File: src/rtl/multiplier_5b_if.sv
// Operand/result bus of the 5-bit shift-add multiplier.
// The DUT side uses modport slave; the driver side uses modport master.
interface multiplier_5b_if #(
    parameter int WIDTH = 5
);
    logic             start;
    logic [WIDTH-1:0] dataIN;
    logic             selOut;
    logic [WIDTH-1:0] dataOUT;
    logic             ready;
    logic             done;
    logic             ProdZero;

    modport master (
        output start, dataIN, selOut,
        input  dataOUT, ready, done, ProdZero
    );

    modport slave (
        input  start, dataIN, selOut,
        output dataOUT, ready, done, ProdZero
    );
endinterface

File: src/rtl/multiplier_5b.sv
// Sequential unsigned shift-add multiplier producing the product {A,Q}.
// Each operation takes one cycle per bit, with no early exit.
module multiplier_5b #(
    parameter int WIDTH = 5
) (
    input  logic              clk,
    input  logic              rst,
    multiplier_5b_if.slave    bus
);
    localparam logic [1:0] IDLE  = 2'd0;
    localparam logic [1:0] LOADM = 2'd1;
    localparam logic [1:0] CALC  = 2'd2;
    localparam logic [1:0] DONE  = 2'd3;
    localparam logic [2:0] LAST  = 3'(WIDTH - 1);

    logic [1:0]       state_q, state_d;
    logic [WIDTH-1:0] a_q, a_d, q_q, q_d, m_q, m_d;
    logic [2:0]       cnt_q, cnt_d;
    logic [WIDTH:0]   sum;

    // Carry out is sum[WIDTH] and is shifted straight back into A.
    assign sum = {1'b0, a_q} + {1'b0, (q_q[0] ? m_q : {WIDTH{1'b0}})};

    always_comb begin
        state_d = state_q;
        a_d     = a_q;
        q_d     = q_q;
        m_d     = m_q;
        cnt_d   = cnt_q;
        case (state_q)
            IDLE: if (bus.start) begin
                q_d     = bus.dataIN;
                a_d     = '0;
                cnt_d   = '0;
                state_d = LOADM;
            end
            LOADM: begin
                m_d     = bus.dataIN;
                state_d = CALC;
            end
            CALC: begin
                a_d   = sum[WIDTH:1];
                q_d   = {sum[0], q_q[WIDTH-1:1]};
                cnt_d = cnt_q + 3'd1;
                if (cnt_q == LAST) state_d = DONE;
            end
            default: state_d = IDLE;
        endcase
    end

    always_ff @(posedge clk or posedge rst) begin
        if (rst) begin
            state_q <= IDLE;
            a_q     <= '0;
            q_q     <= '0;
            m_q     <= '0;
            cnt_q   <= '0;
        end else begin
            state_q <= state_d;
            a_q     <= a_d;
            q_q     <= q_d;
            m_q     <= m_d;
            cnt_q   <= cnt_d;
        end
    end

    assign bus.dataOUT  = bus.selOut ? q_q : a_q;
    assign bus.ready    = (state_q == IDLE);
    assign bus.done     = (state_q == DONE);
    assign bus.ProdZero = (a_q == '0) && (q_q == '0);
endmodule

File: src/flat_wrapper.sv
// flat-port wrapper written by rule: the top's interface ports become plain ports
module multiplier_5b_flat 
#(
    parameter int WIDTH = 5
)
  (clk, rst, bus_start, bus_dataIN, bus_selOut, bus_dataOUT, bus_ready, bus_done, bus_ProdZero);
  multiplier_5b_if #(.WIDTH(WIDTH)) bus_i ();
  input  logic clk;
  input  logic rst;
  input wire logic [$bits(bus_i.start)-1:0] bus_start;
  input wire logic [$bits(bus_i.dataIN)-1:0] bus_dataIN;
  input wire logic [$bits(bus_i.selOut)-1:0] bus_selOut;
  output wire logic [$bits(bus_i.dataOUT)-1:0] bus_dataOUT;
  output wire logic [$bits(bus_i.ready)-1:0] bus_ready;
  output wire logic [$bits(bus_i.done)-1:0] bus_done;
  output wire logic [$bits(bus_i.ProdZero)-1:0] bus_ProdZero;
  assign bus_i.start = bus_start;
  assign bus_i.dataIN = bus_dataIN;
  assign bus_i.selOut = bus_selOut;
  assign bus_dataOUT = bus_i.dataOUT;
  assign bus_ready = bus_i.ready;
  assign bus_done = bus_i.done;
  assign bus_ProdZero = bus_i.ProdZero;
  multiplier_5b #(.WIDTH(WIDTH)) u_core (.clk(clk), .rst(rst), .bus(bus_i));
endmodule
File: config.mk
export PLATFORM = sky130hd
export DESIGN_NAME = multiplier_5b_flat
export DESIGN_NICKNAME = d
export VERILOG_FILES = /design/src/rtl/multiplier_5b_if.sv /design/src/rtl/multiplier_5b.sv /design/src/flat_wrapper.sv
export SDC_FILE = /design/constraint.sdc
export NUM_CORES = 1
export LEC_CHECK = 0
export CAP_MARGIN = 20
export CORE_ASPECT_RATIO = 0.5
export CORE_MARGIN = 3
export CORE_UTILIZATION = 35
export CTS_BUF_LIST = sky130_fd_sc_hd__clkbuf_16
export CTS_CLUSTER_SIZE = 14
export DETAILED_ROUTE_END_ITERATION = 12
export PLACE_DENSITY = 0.59
export RECOVER_POWER = 100
export SLEW_MARGIN = 40
export SYNTH_ARGS = -nofsm -noshare
export SYNTH_HDL_FRONTEND = slang
export SYNTH_SLANG_ARGS = --single-unit
File: constraint.sdc
create_clock -name clk -period 3.1 [get_ports clk]
set_input_delay 0.62 -clock clk [delete_from_list [all_inputs] [get_ports clk]]
set_output_delay 0.62 -clock clk [all_outputs]
set_load 0.05 [all_outputs]
==> summary.txt, run 1 <==
Synthesis
  • Post-synthesis mux area share: between 10% and 20%
  • Simple-Gate Fraction of Synth Area: about 17%
  • Number of enable flip-flop cells after synthesis: 0
  • Top flip-flop cell by instance count after synthesis: sky130_fd_sc_hd__dfrtp_1
  • Largest family of logic cells by synthesized area: simple AND/OR/NAND/NOR gates
  • Instance count of the mapped netlist: roughly 110
  • Most repeated cell in the gate-level netlist after synthesis: sky130_fd_sc_hd__dfrtp_1
  • Xor and xnor area share after synthesis: 1.40%
  • Post-Synthesis Net Count: 135
  • Leading cell types by count after synthesis: sky130_fd_sc_hd__dfrtp_1 (20), sky130_fd_sc_hd__ha_1 (12), sky130_fd_sc_hd__mux2_2 (11)
  • Synth warnings: 0
  • Ranking of synthesized cells by area: sky130_fd_sc_hd__dfrtp_1 (40%), sky130_fd_sc_hd__ha_1 (12%), sky130_fd_sc_hd__mux2_2 (9.9%), sky130_fd_sc_hd__and2_2 (3.0%), sky130_fd_sc_hd__o221a_2 (2.7%)
  • Sequential element share of the synthesized area: about 40%
  • #FFs+latches synth: 20
  • Average size of a mapped cell: 11.1 um^2
  • Area share of the largest cell type after synthesis: 39.9%
  • Fraction of the mapped netlist area in adder cells: 13.6%
  • Cell accounting for the most synthesized area: sky130_fd_sc_hd__dfrtp_1
  • Post-synthesis instance area: 1250 um^2
  • Share of async-settable or async-resettable flops after synthesis: 100%
  • Complex-gate fraction of the synthesized area: a little over an eighth
  • Synth unique cells: 34

Timing
  • Worst Tran Pin Value: 0.802 ns
  • Max-slew violation count: 0
  • Sum of negative setup slack: 0 ns
  • Worst setup slack after layout: 0.139 ns
  • Endpoints failing hold: 0
  • Max Freq: approximately 340 MHz
  • Final min period: slightly below 3 ns
  • Worst slew margin: around 46%
  • Setup repair after global routing missed its margin: false
  • Number of endpoints failing setup at the final stage: 0
  • Final critical-path share of the clock period: between 90 and 100%
  • Worst-case clock skew: between 0.004 and 0.005 ns

Floorplanning
  • Core Area: 3210 um^2
  • Die Outline Area: about 4400 um^2
  • Vertical die dimension: 48.3 um
  • Die W: roughly 90 um
  • Core Rows: 14
  • Effective utilization at floorplan: 39.1%
  • I/O pins: 17

Drt
  • Vias per inst: approximately 5
  • Post-route ant nets: 0
  • Count of TritonRoute iterations in the first routing pass: 4
  • DRT iter0 DRCs: between 50 and 60
  • Via Count: roughly 910
  • DRC violation count after routing: 0
  • Wire length per cell after detailed routing: between 10 and 15 um
  • Post-detailed-routing wire length: 2650 um

Power and ir drop
  • Static leakage power: roughly 0.65 nW
  • Combinational cell fraction of total power: roughly 53%
  • Internal power contribution: about 0.00093 W
  • Switching Fraction: between 40% and 50%
  • Switching pwr: around 0.00070 W
  • Sequential share of power: a little under a third
  • Power density normalized to cell area: 1080 nW/um^2
  • Clock share of power: about 16%
  • Final Power: roughly 0.0016 W
  • Worst vdd ir: around 0.42 mV

Global route
  • Tot GR Track Use: between 10% and 20%
  • Congestion Overflow GR: 0
  • Wire length of the first global-routing pass: about 4400 um
  • Antenna violations before repair: 0
  • Via count of the first global-routing pass: 867
  • Largest net degree at the start of global routing: 21

Clocking
  • Number of buffers on the longest clock path: 2
  • CTS Root Cell: sky130_fd_sc_hd__clkbuf_16
  • Source-to-sink clock delay at the later pin of the worst-skew pair: between 0.2 and 0.3 ns
  • Resize count post-CTS: 0
  • Count of buffers added by post-CTS timing repair for setup: 0
  • CTS tree: yes
  • Number of sinks driven by the clock tree: 20
  • Count of hold buffers inserted by post-cts repair: 0
  • Number of H-tree branching levels: 1
  • Clock-pin transition on the worst setup and hold timing paths: 0.06 ns
  • Number of clock buffers inserted by TritonCTS: 3

Finish
  • Area added between synthesis and finish: 20.2%
  • Fraction of layout instances using a drive strength above 1: 18.5%
  • Antenna diode instance count: 0
  • Total number of nets in the final design: 154
  • Non-Filler Cell Area, Final: ~1500 um^2
  • Final cell utilization of the core: 47.1%

Worst hold path
  • Startpoint of the lowest-slack hold path: u_core.m_q[4]$_DFFE_PP0N_
  • Type of the most critical hold path: flip-flop to flip-flop

Status
  • Status: finished clean

Place
  • Placed cell areas: between 1000 and 1500 um^2
  • Quantity of I/O buffers inserted on ports: 16
  • Setup slack after placement: around 0.42 ns
  • Gp weighted congestion: around 0.78
  • Detailed placement HPWL: ~2000 um

Worst setup path
  • Setup Crit Path Kind: flip-flop to output port
  • Cell-by-cell trace of the critical path: or4_1, nor4_2, clkdlybuf4s50_1
  • Cell at the slowest stage of the critical path: sky130_fd_sc_hd__clkdlybuf4s50_1
  • Reg-to-Reg Start: u_core.state_q[0]$_DFFE_PP0P_
  • Launching element type of the critical path: flip-flop
  • Critical Path Sink Type: output port
  • Maximum fanout encountered on the critical timing path: 8
  • Crit path required time: ~2.5 ns
  • Data arrival time of the critical path: 2.34 ns
  • Start point of the critical path: u_core.q_q[0]$_DFFE_PP0P_
  • Delay of the slowest cell on the worst path: 0.85 ns

Job
  • Number of max-cap violations: 0
## power groups by stage
| stage | logic, W | clock network, W | registers (W) |
|---|---|---|---|
| global placement | 0.000903 | 0 | 0.000495 |
| CTS | 0.000907 | 0.000266 | 0.000499 |
| global route | 0.000960 | 0.000280 | 0.000518 |
| floorplan | 0.000723 | 0 | 0.000460 |
| detailed placement | 0.000903 | 0 | 0.000501 |
| finish | 0.000869 | 0.000264 | 0.000499 |
## final timing paths
kind | endpoint | slack (ns) | cells after the start
min in group asynchronous | u_core.m_q[1]$_DFFE_PP0N_ | 0.96 | 2
worst min-delay path | u_core.m_q[4]$_DFFE_PP0N_ | 0.50 | 1
worst max-delay path | bus_ProdZero | 0.14 | 3
worst min register to register | u_core.m_q[4]$_DFFE_PP0N_ | 0.50 | 1
max in group asynchronous | u_core.m_q[3]$_DFFE_PP0N_ | 1.64 | 2
worst max register to register | u_core.q_q[2]$_DFFE_PP0P_ | 1.18 | 6
## state kept, by name (all words and copies together), names as in the netlist
name and flops:
u_core.a_q 5, u_core.m_q 5, u_core.q_q 5, u_core.cnt_q 3
u_core.state_q 2
## layer usage
layer	GRT usage [%]	wire length, um
met2	18.2	1130
met3	3.72	67
met5	0	0
met1	18.6	1430
met4	3.05	19
## cells by family (layout without fill, tap and decap cells)
| logic type | after synthesis | in the layout |
|---|---|---|
| AOI/OAI and AO/OA | 23 | 23 |
| xor gates and xnor gates | 2 | 2 |
| adders and majority gates | 13 | 13 |
| buffers and inverters | 9 | 26 |
| DFF | 20 | 20 |
| muxes | 13 | 13 |
| and+or+nand+nor | 33 | 33 |
## placed cells by master, fill, tap and decap left out, types with 4 or more instances in the layout
cell type	instances
sky130_fd_sc_hd__dfrtp_1	20
sky130_fd_sc_hd__ha_1	12
sky130_fd_sc_hd__mux2_2	11
sky130_fd_sc_hd__inv_1	6
sky130_fd_sc_hd__nand2_1	6
sky130_fd_sc_hd__a21oi_1	6
sky130_fd_sc_hd__clkdlybuf4s50_1	6
sky130_fd_sc_hd__and2_2	5
sky130_fd_sc_hd__dlygate4sd3_1	5
sky130_fd_sc_hd__clkbuf_1	5
sky130_fd_sc_hd__nand2b_1	4
sky130_fd_sc_hd__nand3_1	4
## worst max-delay path, delay by kind of cell, from the launching register on
| kind | cells | cell delay (ns) |
|---|---|---|
| buffers and inverters | 1 | 0.85 |
| DFF | 1 | 0.45 |
| and+or+nand+nor | 2 | 0.79 |
## through the flow
stage / hold slack (ns) / std cells
5_1_grt: 0.530 / 178
6_report: 0.498 / 178
4_1_cts: 0.506 / 178
3_5_place_dp: 0.493 / 175
2_1_floorplan: 0.473 / 113
3_3_place_gp: 0.506 / 175
## final cells by class
cell class                      instances  area (um^2)
Fill cell                             300         1700
Multi-Input combinational cell         84          714
Sequential cell                        20          500
Timing Repair Buffer                   17          136
Clock buffer                            3         75.1
Tap cell                               48         60.1
Inverter                                6         22.5
(Power assumes the default switching activity.)
==> run 2: changes to the inputs <==
CORE_MARGIN = 4   (was 3)
==> run 2 against run 1 <==
Sequential cell count did not move. Final area rose by 0.75%. Wire length down 2.0%. Register-to-register slack lost 0.02 ns. Maximum frequency increased by 1.7%. Sequential share of layout area down 0.25 points. Non-clock buffer count is the same. Sequential power shrank 2%. Critical path type unchanged. Critical endpoint unchanged.
==> summary.txt, run 2 (same netlist as run 1, synthesis figures left out) <==
Worst setup path
  • Delay of the slowest cell on the worst path: roughly 0.84 ns
  • Worst setup endpoint: bus_ProdZero
  • Launching element type of the critical path: flip-flop
  • Flop2flop setup slack: between 1 and 1.5 ns
  • Data arrival time of the critical path: approximately 2.3 ns
  • Buffer and inverter count on the worst path: 1
  • R2R Path End: u_core.q_q[1]$_DFFE_PP0P_
  • Cell-by-cell trace of the critical path: or4_1, nor4_2, clkdlybuf4s50_1
  • Setup Crit Path Kind: flip-flop to output port
  • Maximum fanout encountered on the critical timing path: 8
  • Critical Path Sink Type: output port
  • Worst Reg2Reg Path Length in Cells: 6
  • Worst path top cell family by delay: buffers and inverters
  • Start point of the critical path: u_core.q_q[0]$_DFFE_PP0P_
  • Cell at the slowest stage of the critical path: sky130_fd_sc_hd__clkdlybuf4s50_1
  • Reg-to-Reg Start: u_core.state_q[0]$_DFFE_PP0P_
  • Crit path required time: 2.48 ns
  • Logic depth of the worst path, buffers included: 3

Drt
  • Vias per inst: ~5.0
  • Count of TritonRoute iterations in the first routing pass: 4
  • DRC violation count after routing: 0
  • DRT iter0 DRCs: 48
  • Via Count: 899
  • Post-detailed-routing wire length: ~2600 um
  • Post-route ant nets: 0
  • Wire length per cell after detailed routing: 14.3 um

Timing
  • Setup repair after global routing missed its margin: false
  • Worst Tran Pin Value: approximately 0.81 ns
  • Worst slew margin: 46.3%
  • Final min period: 2.91 ns
  • Worst-case clock skew: 0.00386 ns
  • Endpoints failing hold: 0
  • Number of endpoints failing setup at the final stage: 0
  • Final critical-path share of the clock period: between 90% and 100%
  • Worst setup slack after layout: 0.188 ns
  • Sum of negative setup slack: 0 ns
  • Max-slew violation count: 0
  • Max Freq: about 340 MHz

Global route
  • Tot GR Track Use: between 10% and 20%
  • Congestion Overflow GR: 0
  • Antenna violations before repair: 0
  • Largest net degree at the start of global routing: 21
  • Wire length of the first global-routing pass: ~4600 um
  • Via count of the first global-routing pass: 900

Clocking
  • Clock-pin transition on the worst setup and hold timing paths: around 0.06 ns
  • Number of H-tree branching levels: 1
  • Number of buffers on the longest clock path: 2
  • Source-to-sink clock delay at the later pin of the worst-skew pair: between 0.2 and 0.3 ns
  • Number of clock buffers inserted by TritonCTS: 3
  • CTS tree: yes
  • CTS Root Cell: sky130_fd_sc_hd__clkbuf_16
  • Resize count post-CTS: 0
  • Number of sinks driven by the clock tree: 20
  • Count of buffers added by post-CTS timing repair for setup: 0
  • Count of hold buffers inserted by post-cts repair: 0

Finish
  • Antenna diode instance count: 0
  • Total number of nets in the final design: 154
  • Most common cell after layout, fill and taps aside: sky130_fd_sc_hd__dfrtp_1
  • Area added between synthesis and finish: 21.1%
  • Fraction of layout instances using a drive strength above 1: 18.5%
  • Biggest regs: u_core.a_q x5, u_core.m_q x5, u_core.q_q x5
  • Number of filler instances in the final layout: 351
  • Highest-count cells in the layout ignoring fill and taps: sky130_fd_sc_hd__dfrtp_1 (20), sky130_fd_sc_hd__ha_1 (12), sky130_fd_sc_hd__mux2_2 (9)
  • Non-Filler Cell Area, Final: 1520 um^2

Power and ir drop
  • Switching Fraction: between 40% and 50%
  • Internal power contribution: between 0.0009 and 0.001 W
  • Sequential share of power: between 30% and 40%
  • Worst vdd ir: ~0.34 mV
  • Clock share of power: 16.1%
  • Power density normalized to cell area: ~1100 nW/um^2
  • Switching pwr: 0.000690 W
  • Static leakage power: 0.663 nW
  • Combinational cell fraction of total power: 53.7%

Place
  • Gp weighted congestion: 0.763
  • Detailed placement HPWL: 2020 um
  • Setup slack after placement: 0.434 ns
  • Placed cell areas: 1460 um^2
  • Quantity of I/O buffers inserted on ports: 16

Floorplanning
  • Effective utilization at floorplan: between 30 and 40%
  • I/O pins: 17
  • Core Rows: 15
  • Vertical die dimension: about 50 um
  • Die W: 92.7 um
  • Die Outline Area: 4670 um^2
  • Core Area: around 3400 um^2

Status
  • Status: finished clean

Job
  • Number of max-cap violations: 0

Worst hold path
  • Type of the most critical hold path: flip-flop to flip-flop
[run 2: changes by cell type in the layout (fill, tap and decap cells not counted), sizes merged]
cell | previous run | this run
buf | 1 | 3
clkbuf | 8 | 6
[run 2: layout make-up]
class                           instances  area [um^2]  area share (%)
Sequential cell                        20          500            32.9
Inverter                                6         22.5            1.48
Timing Repair Buffer                   17          144            9.47
Multi-Input combinational cell         84          714            47.0
Clock buffer                            3         75.1            4.94
Tap cell                               51         63.8            4.20
[run 2: how the worst min path moves through the flow]
stage	start	end	slack, ns	cells past startpoint
finish	u_core.m_q[4]$_DFFE_PP0N_	u_core.m_q[4]$_DFFE_PP0N_	0.50	1
floorplan	u_core.m_q[0]$_DFFE_PP0N_	u_core.m_q[0]$_DFFE_PP0N_	0.47	1
detailed placement	u_core.m_q[4]$_DFFE_PP0N_	u_core.m_q[4]$_DFFE_PP0N_	0.49	1
global placement	u_core.m_q[2]$_DFFE_PP0N_	u_core.m_q[2]$_DFFE_PP0N_	0.50	1
global route	u_core.m_q[4]$_DFFE_PP0N_	u_core.m_q[4]$_DFFE_PP0N_	0.53	1
CTS	u_core.m_q[4]$_DFFE_PP0N_	u_core.m_q[4]$_DFFE_PP0N_	0.51	1
[run 2: worst reg2reg max path: stages, from the launching register on]
cell and delay [ns]:
sky130_fd_sc_hd__dfrtp_1 0.41, sky130_fd_sc_hd__inv_1 0.11, sky130_fd_sc_hd__ha_1 0.34, sky130_fd_sc_hd__mux2i_1 0.27, sky130_fd_sc_hd__clkbuf_1 0.43, sky130_fd_sc_hd__nand2b_1 0.12
sky130_fd_sc_hd__o221a_2 0.14
[run 2: power by group through the flow]
stage | clock network (W) | logic [W] | registers, W
floorplan | 0 | 0.000723 | 0.000460
global placement | 0 | 0.000906 | 0.000493
detailed placement | 0 | 0.000905 | 0.000497
CTS | 0.000270 | 0.000911 | 0.000493
global route | 0.000282 | 0.000976 | 0.000514
finish | 0.000263 | 0.000874 | 0.000491
[run 2: metal layers]
metal	track usage, %	vias up	wire length, um
li1	-	455	-
met4	2.92	0	23
met5	0	-	0
met3	3.29	2	105
met2	19.8	15	1160
met1	17.8	427	1310
[run 2: per-stage QoR]
stage | std cells | total power (W) | hold slack [ns] | util [%]
after floorplan | 113 | 0.00118 | 0.473 | -
after global placement | 178 | 0.00140 | 0.498 | 42.4
after detailed placement | 178 | 0.00140 | 0.493 | 42.4
after CTS | 181 | 0.00167 | 0.506 | 44.6
after global routing | 181 | 0.00177 | 0.533 | 44.3
final | 181 | 0.00163 | 0.497 | 44.3
